<file path="src/rtl/load_store_unit_if.sv">
// Data-bus bundle between the load/store unit and memory.
// The LSU is the master; memory answers with rdata/ack.
interface load_store_unit_if #(
  parameter int WORD_SIZE = 32
);
  logic                 bus_req;
  logic                 bus_we;
  logic [WORD_SIZE-1:0] bus_addr;
  logic [3:0]           bus_be;
  logic [WORD_SIZE-1:0] bus_wdata;
  logic [WORD_SIZE-1:0] bus_rdata;
  logic                 bus_ack;

  modport master (
    output bus_req,
    output bus_we,
    output bus_addr,
    output bus_be,
    output bus_wdata,
    input  bus_rdata,
    input  bus_ack
  );

  modport slave (
    input  bus_req,
    input  bus_we,
    input  bus_addr,
    input  bus_be,
    input  bus_wdata,
    output bus_rdata,
    output bus_ack
  );
endinterface

</file>
<file path="src/rtl/load_store_unit.sv">
// Memory-access stage: one byte/half/word load or store per start,
// with lane steering, load extension, misalign fault and bus timeout.
module load_store_unit #(
  parameter int WORD_SIZE = 32,
  parameter int TIMEOUT   = 255
) (
  input  logic                 clk,
  input  logic                 rst_n,
  input  logic                 start,
  input  logic                 mem_read,
  input  logic                 mem_write,
  input  logic [1:0]           size,
  input  logic                 sign_ext,
  input  logic [WORD_SIZE-1:0] addr,
  input  logic [WORD_SIZE-1:0] wdata,
  output logic                 busy,
  output logic                 done,
  output logic [WORD_SIZE-1:0] rdata,
  output logic                 misalign,
  output logic                 bus_err,
  load_store_unit_if.master    bus
);

  typedef enum logic [1:0] {
    IDLE,
    REQ,
    DONE
  } state_t;

  state_t state, state_n;

  logic                 req_ok;
  logic                 legal;
  logic                 accept;
  logic                 fault;
  logic                 tmo;
  logic [7:0]           cnt;
  logic [1:0]           cap_off;
  logic [1:0]           cap_sz;
  logic                 cap_sx;
  logic [3:0]           be_n;
  logic [WORD_SIZE-1:0] wd_n;
  logic [WORD_SIZE-1:0] shifted;
  logic [WORD_SIZE-1:0] ext;

  assign req_ok = start & (mem_read ^ mem_write);

  always_comb begin
    legal = 1'b0;
    be_n  = '0;
    wd_n  = '0;
    unique case (1'b1)
      size == 2'b00: begin
        legal = 1'b1;
        be_n  = 4'b0001 << addr[1:0];
        wd_n  = {4{wdata[7:0]}};
      end
      size == 2'b01: begin
        legal = ~addr[0];
        be_n  = addr[1] ? 4'b1100 : 4'b0011;
        wd_n  = {2{wdata[15:0]}};
      end
      size == 2'b10: begin
        legal = (addr[1:0] == 2'b00);
        be_n  = 4'b1111;
        wd_n  = wdata;
      end
      default: ;
    endcase
  end

  // Bring the addressed lane down to bit 0 before extending.
  assign shifted = bus.bus_rdata >> {cap_off, 3'b000};

  always_comb begin
    ext = bus.bus_rdata;
    unique case (1'b1)
      cap_sz == 2'b00:
        ext = {{(WORD_SIZE-8){cap_sx & shifted[7]}},
               shifted[7:0]};
      cap_sz == 2'b01:
        ext = {{(WORD_SIZE-16){cap_sx & shifted[15]}},
               shifted[15:0]};
      default: ;
    endcase
  end

  always_comb begin
    state_n = state;
    accept  = 1'b0;
    fault   = 1'b0;
    tmo     = 1'b0;
    unique case (state)
      IDLE: begin
        if (req_ok) begin
          if (legal) begin
            accept  = 1'b1;
            state_n = REQ;
          end else begin
            fault = 1'b1;
          end
        end
      end
      REQ: begin
        // An ack on the last allowed cycle still completes.
        if (bus.bus_ack) begin
          state_n = DONE;
        end else if (cnt == 8'(TIMEOUT - 1)) begin
          tmo     = 1'b1;
          state_n = IDLE;
        end
      end
      DONE: state_n = IDLE;
      default: state_n = IDLE;
    endcase
  end

  always_ff @(posedge clk or negedge rst_n) begin
    if (!rst_n) begin
      state <= IDLE;
    end else begin
      state <= state_n;
    end
  end

  always_ff @(posedge clk or negedge rst_n) begin
    if (!rst_n) begin
      misalign      <= 1'b0;
      bus_err       <= 1'b0;
      rdata         <= '0;
      cnt           <= '0;
      cap_off       <= '0;
      cap_sz        <= '0;
      cap_sx        <= 1'b0;
      bus.bus_we    <= 1'b0;
      bus.bus_addr  <= '0;
      bus.bus_be    <= '0;
      bus.bus_wdata <= '0;
    end else begin
      misalign <= fault;
      bus_err  <= tmo;
      if (accept) begin
        cap_off       <= addr[1:0];
        cap_sz        <= size;
        cap_sx        <= sign_ext;
        cnt           <= '0;
        bus.bus_we    <= mem_write;
        bus.bus_addr  <= {addr[WORD_SIZE-1:2], 2'b00};
        bus.bus_be    <= be_n;
        bus.bus_wdata <= wd_n;
      end else if (state == REQ) begin
        cnt <= cnt + 8'd1;
      end
      if (state == REQ && bus.bus_ack && !bus.bus_we) begin
        rdata <= ext;
      end
    end
  end

  assign bus.bus_req = (state == REQ);
  assign done        = (state == DONE);
  // DONE is excluded so the CPU advances on the done edge.
  assign busy        = (state == REQ) |
                       ((state == IDLE) & req_ok);

endmodule

</file>
<file path="src/flat_wrapper.sv">
// flat-port wrapper written by rule: the top's interface ports become plain ports
module load_store_unit_flat 
#(
  parameter int WORD_SIZE = 32,
  parameter int TIMEOUT   = 255
)
  (clk, rst_n, start, mem_read, mem_write, size, sign_ext, addr, wdata, busy, done, rdata, misalign, bus_err, bus_bus_req, bus_bus_we, bus_bus_addr, bus_bus_be, bus_bus_wdata, bus_bus_rdata, bus_bus_ack);
  load_store_unit_if #(.WORD_SIZE(WORD_SIZE)) bus_i ();
  input  logic clk;
  input  logic rst_n;
  input  logic start;
  input  logic mem_read;
  input  logic mem_write;
  input  logic [1:0] size;
  input  logic sign_ext;
  input  logic [WORD_SIZE-1:0] addr;
  input  logic [WORD_SIZE-1:0] wdata;
  output logic busy;
  output logic done;
  output logic [WORD_SIZE-1:0] rdata;
  output logic misalign;
  output logic bus_err;
  output wire logic [$bits(bus_i.bus_req)-1:0] bus_bus_req;
  output wire logic [$bits(bus_i.bus_we)-1:0] bus_bus_we;
  output wire logic [$bits(bus_i.bus_addr)-1:0] bus_bus_addr;
  output wire logic [$bits(bus_i.bus_be)-1:0] bus_bus_be;
  output wire logic [$bits(bus_i.bus_wdata)-1:0] bus_bus_wdata;
  input wire logic [$bits(bus_i.bus_rdata)-1:0] bus_bus_rdata;
  input wire logic [$bits(bus_i.bus_ack)-1:0] bus_bus_ack;
  assign bus_bus_req = bus_i.bus_req;
  assign bus_bus_we = bus_i.bus_we;
  assign bus_bus_addr = bus_i.bus_addr;
  assign bus_bus_be = bus_i.bus_be;
  assign bus_bus_wdata = bus_i.bus_wdata;
  assign bus_i.bus_rdata = bus_bus_rdata;
  assign bus_i.bus_ack = bus_bus_ack;
  load_store_unit #(.WORD_SIZE(WORD_SIZE), .TIMEOUT(TIMEOUT)) u_core (.clk(clk), .rst_n(rst_n), .start(start), .mem_read(mem_read), .mem_write(mem_write), .size(size), .sign_ext(sign_ext), .addr(addr), .wdata(wdata), .busy(busy), .done(done), .rdata(rdata), .misalign(misalign), .bus_err(bus_err), .bus(bus_i));
endmodule
</file>
<file path="config.mk">
export PLATFORM = sky130hd
export DESIGN_NAME = load_store_unit_flat
export DESIGN_NICKNAME = d
export VERILOG_FILES = /design/src/rtl/load_store_unit_if.sv /design/src/rtl/load_store_unit.sv /design/src/flat_wrapper.sv
export SDC_FILE = /design/constraint.sdc
export NUM_CORES = 1
export LEC_CHECK = 0
export ABC_AREA = 1
export CORE_ASPECT_RATIO = 0.9
export CORE_MARGIN = 2
export CORE_UTILIZATION = 42
export CTS_BUF_LIST = sky130_fd_sc_hd__clkbuf_8
export CTS_CLUSTER_SIZE = 30
export DETAILED_ROUTE_END_ITERATION = 6
export GPL_TIMING_DRIVEN = 0
export HOLD_SLACK_MARGIN = 0.08
export PLACE_DENSITY = 0.84
export SYNTH_ARGS = -nofsm -noshare
export SYNTH_HDL_FRONTEND = slang
export SYNTH_SLANG_ARGS = --single-unit
</file>
<file path="constraint.sdc">
create_clock -name clk -period 1.4 [get_ports clk]
set_input_delay 0.35 -clock clk [delete_from_list [all_inputs] [get_ports clk]]
set_output_delay 0.35 -clock clk [all_outputs]
set_load 0.05 [all_outputs]
</file>
Word-level counts from Yosys, hierarchy flattened:

Cells that the tools add are included.

* logic and storage cells: 61
* input port bits: 105
* register bits after elaboration: 116
* output and inout bits: 106

* bitwise logic cells: 7
* add/subtract/negate cells: 1
* equal/unequal tests: 9
* shift operators: 2
* mux-type cells: 21
* reduce and logical (&&, ||, !) cells: 9

Operator list (number)
* 32-bit one-hot mux with 3 select lines: 1
* 32-bit one-hot mux with 2 select lines: 1
* 32-bit by 5-bit >> shifter with 16-bit output: 1
* 8-bit 2-to-1 mux: 2
* 4-bit one-hot mux with 3 select lines: 1
* 1-bit 2-to-1 mux: 9
* 8-bit by 1-bit adder with 8-bit output, second input constant: 1
* 8-bit == test, second input constant: 1
* 2-bit logical NOT: 4
* 2-bit 2-to-1 mux: 4
* 2-bit by 1-bit == test with 1-bit output, second input constant: 3
* 1-bit bitwise AND: 4
* 2-bit == test, second input constant: 2
* 4-bit 2-to-1 mux: 1
* 2-bit by 1-bit inequality test with 1-bit output, second input constant: 2
* 2-bit one-hot mux with 2 select lines: 1
* 1-bit by 2-bit left shift with 4-bit output, first input constant: 1
* 3-bit by 1-bit inequality test with 1-bit output, second input constant: 1
* 1-bit one-hot mux with 3 select lines: 1
* 3-bit AND reduction: 1
* 1-bit logical AND: 2
* 2-bit nonzero test: 1
* 1-bit logical NOT: 1
* 1-bit inverter: 1
* 2 further kinds: 2

Depth between registers and ports, before layout:

* word-level depth: 6
* depth in mapped cells: 9
* depth with buffers taken out: 8

Least setup slack after synthesis:

OpenSTA, ideal clock, no wires.

* path type: reg2reg
* start point: register u_core.state[1]
* end point: register u_core.rdata[15]
* setup time: 0.124 ns
* required time: 1.276 ns
* cell stages (with the launch flop): 8
* path buffers: 1
* arrival: 1.452 ns
* setup slack: -0.176 ns
* path through: dfrtp_1 nor2_4 nand3_2 inv_1 buf_2 nand2_1 a21oi_1 a21oi_1

* word-level cells in the longest chain between the ends: 3

Ends and longest elaborated chain
* from (decl): line load_store_unit.sv:30 `state_t state, state_n;`
* from (signal assigned): line load_store_unit.sv:122 `state <= state_n;`
* 2-bit by 1-bit == test with 1-bit output
* net bus_bus_req: line flat_wrapper.sv:23 `output wire logic [$bits(bus_i.bus_req)-1:0] bus_bus_req;`
* 1-bit logical AND (2 in series): line load_store_unit.sv:154 `if (state == REQ && bus.bus_ack && !bus.bus_we) begin`
* to (signal assigned): line load_store_unit.sv:155 `rdata <= ext;`
* to (decl): line load_store_unit.sv:18 `output logic [WORD_SIZE-1:0] rdata,`

The timed path passes the listed nets, and every way through them passes these cells.
A chain may end at the register's enable or synchronous reset.

Final worst setup path:

* start point: register u_core.state[0]
* end point: output busy

* word-level cells in the longest chain between the ends: 3
* elaborated cells between the ends (all ways): 4
* those cells by class: eq/ne (1); bitwise (2); reduce/logical (1)

Ends and longest elaborated chain
* 2-bit logical NOT: line load_store_unit.sv:164 `((state == IDLE) & req_ok);`
* 1-bit bitwise AND: line load_store_unit.sv:164
* 1-bit bitwise OR (*): line load_store_unit.sv:163 `assign busy = (state == REQ) |`
* to (decl): line flat_wrapper.sv:18 `output logic busy;`

Every way passes the cells marked *; elsewhere a longest branch is shown, timed or not.

==> metrics.md <==
| Metric | Value |
|---|---|
| Max Clock Freq | 0.556 GHz |
| Netlist cell types | 26 |
| Final WS setup | -397 ps |
| Psw | 9.19 mW |
| Drt wl/cell | 17.6 um |
| Clock Tree Root | clkbuf_8 |
| Die span in y | 115 um |
| Util after Layout | 78.1% |
| Post-Syn Instances | 763 |
| CP bufs+invs | 3 |
| Die area | 14600 um^2 |
| Total routed wirelength | 22200 um |
| Tot Pwr | 19.5 mW |
| Fin crit period | 1800 ps |
| Dpl cells | 1141 |
| Clock Latency Late Sink | 460 ps |
| CP max-delay cell | dfrtp_1 |
| Num Clock Sinks | 116 |
| Critical path depth | 6 |
| RSZ-0062 raised after global routing | yes |
| Post-Synth Adder-Cell Area | 0.437% |
| Pin count of the biggest net entering global routing | 89 |
| Switching Fraction | 47.1% |
| First-pass GRT wire length | 32400 um |
| Relative slew slack | 60.7% |
| DRC | 0 |
| Die W | 127 um |
| Crit-path max cell delay | 420 ps |
| # H-tree levels | 4 |
| Lkg Pwr | 5.31 nW |
| Num CTS Buffers | 17 |
| Total negative slack | -29150 ps |
| Largest family of logic cells by synthesized area | simple AND/OR/NAND/NOR gates |
| Clock transition at path regs | 80 ps |
| Vias in the first global route | 6161 |
| Final setup fails | 117 |
| Synth Register Bits | 116 |
| Vias per cell | 5.22 |
| Non-filler instance count after layout | 1257 |
| Failing checks | negative setup slack |
| Synthesized area | 5730 um^2 |
| Initial cell density of the core | 42.9% |
| P&R area growth vs syn | 82.1% |
| Number of cells on the worst reg-to-reg path | 10 |
| Crit path kind | register to output port |
| Clk_skew | 9.00 ps |
| HP Class | input port to async pin |
| P_int | 10.3 mW |
| Seq pwr share | 28.1% |
| CTS max path bufs | 2 |
| Gr usage total | 29.0% |
| Top cells by area, synth | dfrtp_1 (51%), nand2_1 (21%), a21oi_1 (4.5%) |
| Endpoint class of the critical path | output port |
| Top-area cell type share of the netlist area | 50.7% |
| Total gr overflow | 0 |
| Core Box Area | 13400 um^2 |
| Worst-path fanout max | 3 |
| Pre-CTS setup slack | -1030 ps |
| Synth warnings | 0 |
| IO buf count | 208 |
| Antenna violations before repair | 0 |
| Via count | 6560 |
| N_diodes | 0 |
| Comb power frac | 55.7% |
| Worst setup SP type | register |
| Routability Congestion | 0.920 |
| # IOs | 211 |
| Min Hold Slack | 328 ps |
| Cell Pwr Density | 1870 nW/um^2 |
| Fin crit share | 128% |
| XOR/XNOR share of the synthesized area | 0.306% |
| Avg Inst Size Synth | 7.51 um^2 |
| Compound-gate portion of the synthesized area | 9.32% |
| 1st-iter DRT viols | 790 |
| Layout cell share with drive strength beyond 1 | 36.3% |
| Simple-Gate Fraction of Synth Area | 30.9% |
| Hold Vio Cnt, Final | 0 |
| Area after DPL | 8120 um^2 |
| Worst Tran Pin Value | 588 ps |
| Seq/Total Area, Yosys | 50.7% |
| Crit-path most repeated cell | inv_2 |
| Crit path max-delay family | flip-flops |
| CP arrival | 1450 ps |
| FP Rows | 40 |
| VDD IR max | 1.25 mV |
| Multiplexer share of the synthesized area | 0% |
| Clock power frac | 16.2% |
| Final nets | 1183 |
| Post-synth top area cell | dfrtp_1 |
| Detailed Place HPWL | 13100 um |
| CTS tree | done |
| Final instance area | 10400 um^2 |
| Antenna viol nets, final | 0 |
| Outcome | finished, violations left |
| Drt pass-1 iters | 7 |
| Fill cells | 888 |
| CP Cell Sequence | inv_2 > nand3_2 > nor2_4 > inv_2 > nand2_2 > buf_8 |
| Max-slew violations | 0 |
| Max-cap violations | 0 |
| Worst path required time | 1050 ps |
state kept, by name (all words and copies together), names as in the netlist:
register              count
u_core.cnt                8
u_core.misalign           1
u_core.bus.bus_wdata     32
u_core.bus.bus_be         4
u_core.bus.bus_addr      30
u_core.rdata             32
u_core.state              2
u_core.cap_sz             2
u_core.bus_err            1
u_core.bus.bus_we         1
u_core.cap_sx             1
u_core.cap_off            2
layer usage:
metal | track usage [%] | vias up | share of wire, %
met3 | 9.07 | 72 | 10
met2 | 47.3 | 395 | 48
li1 | - | 3015 | -
met4 | 11.3 | 0 | 3.3
met5 | 0 | - | 0
met1 | 36.6 | 3078 | 38
placed cells by master (no fill, tap or decap), types with 4 or more instances in the layout:
cell	count
nand2_1	278
dfrtp_1	114
buf_6	113
clkdlybuf4s50_1	99
inv_1	60
buf_4	55
nand3_1	40
nand2_2	35
a21oi_1	25
nor2_1	23
o21ai_0	22
a21oi_2	21
clkbuf_8	19
buf_8	17
o21ai_2	15
or2_2	15
buf_12	12
o21ai_1	12
nand3_2	10
buf_16	9
inv_2	8
nor2_4	8
a21oi_4	6
nand2_4	5
clkinvlp_4	5
bufbuf_16	5
clkbuf_16	4
a31oi_1	4
nor2_2	4
inv_6	4
dlygate4sd2_1	4
worst paths after layout:
kind | startpoint | end | slack [ps]
worst max-delay path | u_core.state[0] | busy | -400
min in group clk | mem_write | u_core.bus.bus_we | 400
max in group asynchronous | rst_n | u_core.cap_off[1] | 360
worst min-delay path | rst_n | u_core.rdata[4] | 330
worst max register to register | u_core.state[0] | u_core.rdata[11] | -320
worst min register to register | u_core.bus.bus_addr[26] | u_core.bus.bus_addr[26] | 510
cell families after synthesis:
family,after synthesis
xor gates and xnor gates,2
buffers and inverters,108
other,1
AOI/OAI and AO/OA,105
and+or+nand+nor,429
DFF,116
adders and majority gates,2
cell usage after synthesis, drive strengths merged:
cell type,count
nand2,319
dfrtp,116
inv,71
a21oi,52
nand3,51
o21ai,49
nor2,35
buf,28
or2,16
clkbuf,9
nor3,5
a31oi,4
nand4,3
ha,2
xnor2,2
conb,1
power groups by stage:
stage                     clock network [mW]  registers (mW)  logic (mW)
after floorplan                            0            8.86        2.10
after global placement                     0            5.23        8.91
after detailed placement                   0            5.23        9.02
after CTS                               3.14            5.38        9.74
after global routing                    3.35            5.58        11.4
final                                   3.15            5.48        10.9
timing repair:
action | in CTS | in global routing
gates cloned | 19 | 0
pin swaps | 38 | 24
buffers inserted | 30 | 38
hold buffers | 1 | 0
setup endpoints to repair | 217 | 213
endpoints found under the hold margin | 28 | 0
gates resized for setup | 876 | 94
layout make-up:
class,instances,area (um^2),share of cell area [%]
Timing Repair Buffer,292,3330,31.9
Clock inverter,15,156,1.50
Timing Repair inverter,1,16.3,0.156
Multi-Input combinational cell,540,2810,26.9
Clock buffer,17,234,2.24
Inverter,71,300,2.88
Buffer,37,475,4.56
Sequential cell,116,2910,27.8
Tap cell,168,210,2.01
worst register-to-register path: stages (launching register included):
cell	delay (ps)
dfrtp_1	410
inv_2	70
buf_6	120
nor2_4	150
buf_12	130
nand3_4	160
inv_6	160
buf_8	130
buf_12	130
nor2_2	50
a21oi_1	150
(Power assumes the default switching activity.)
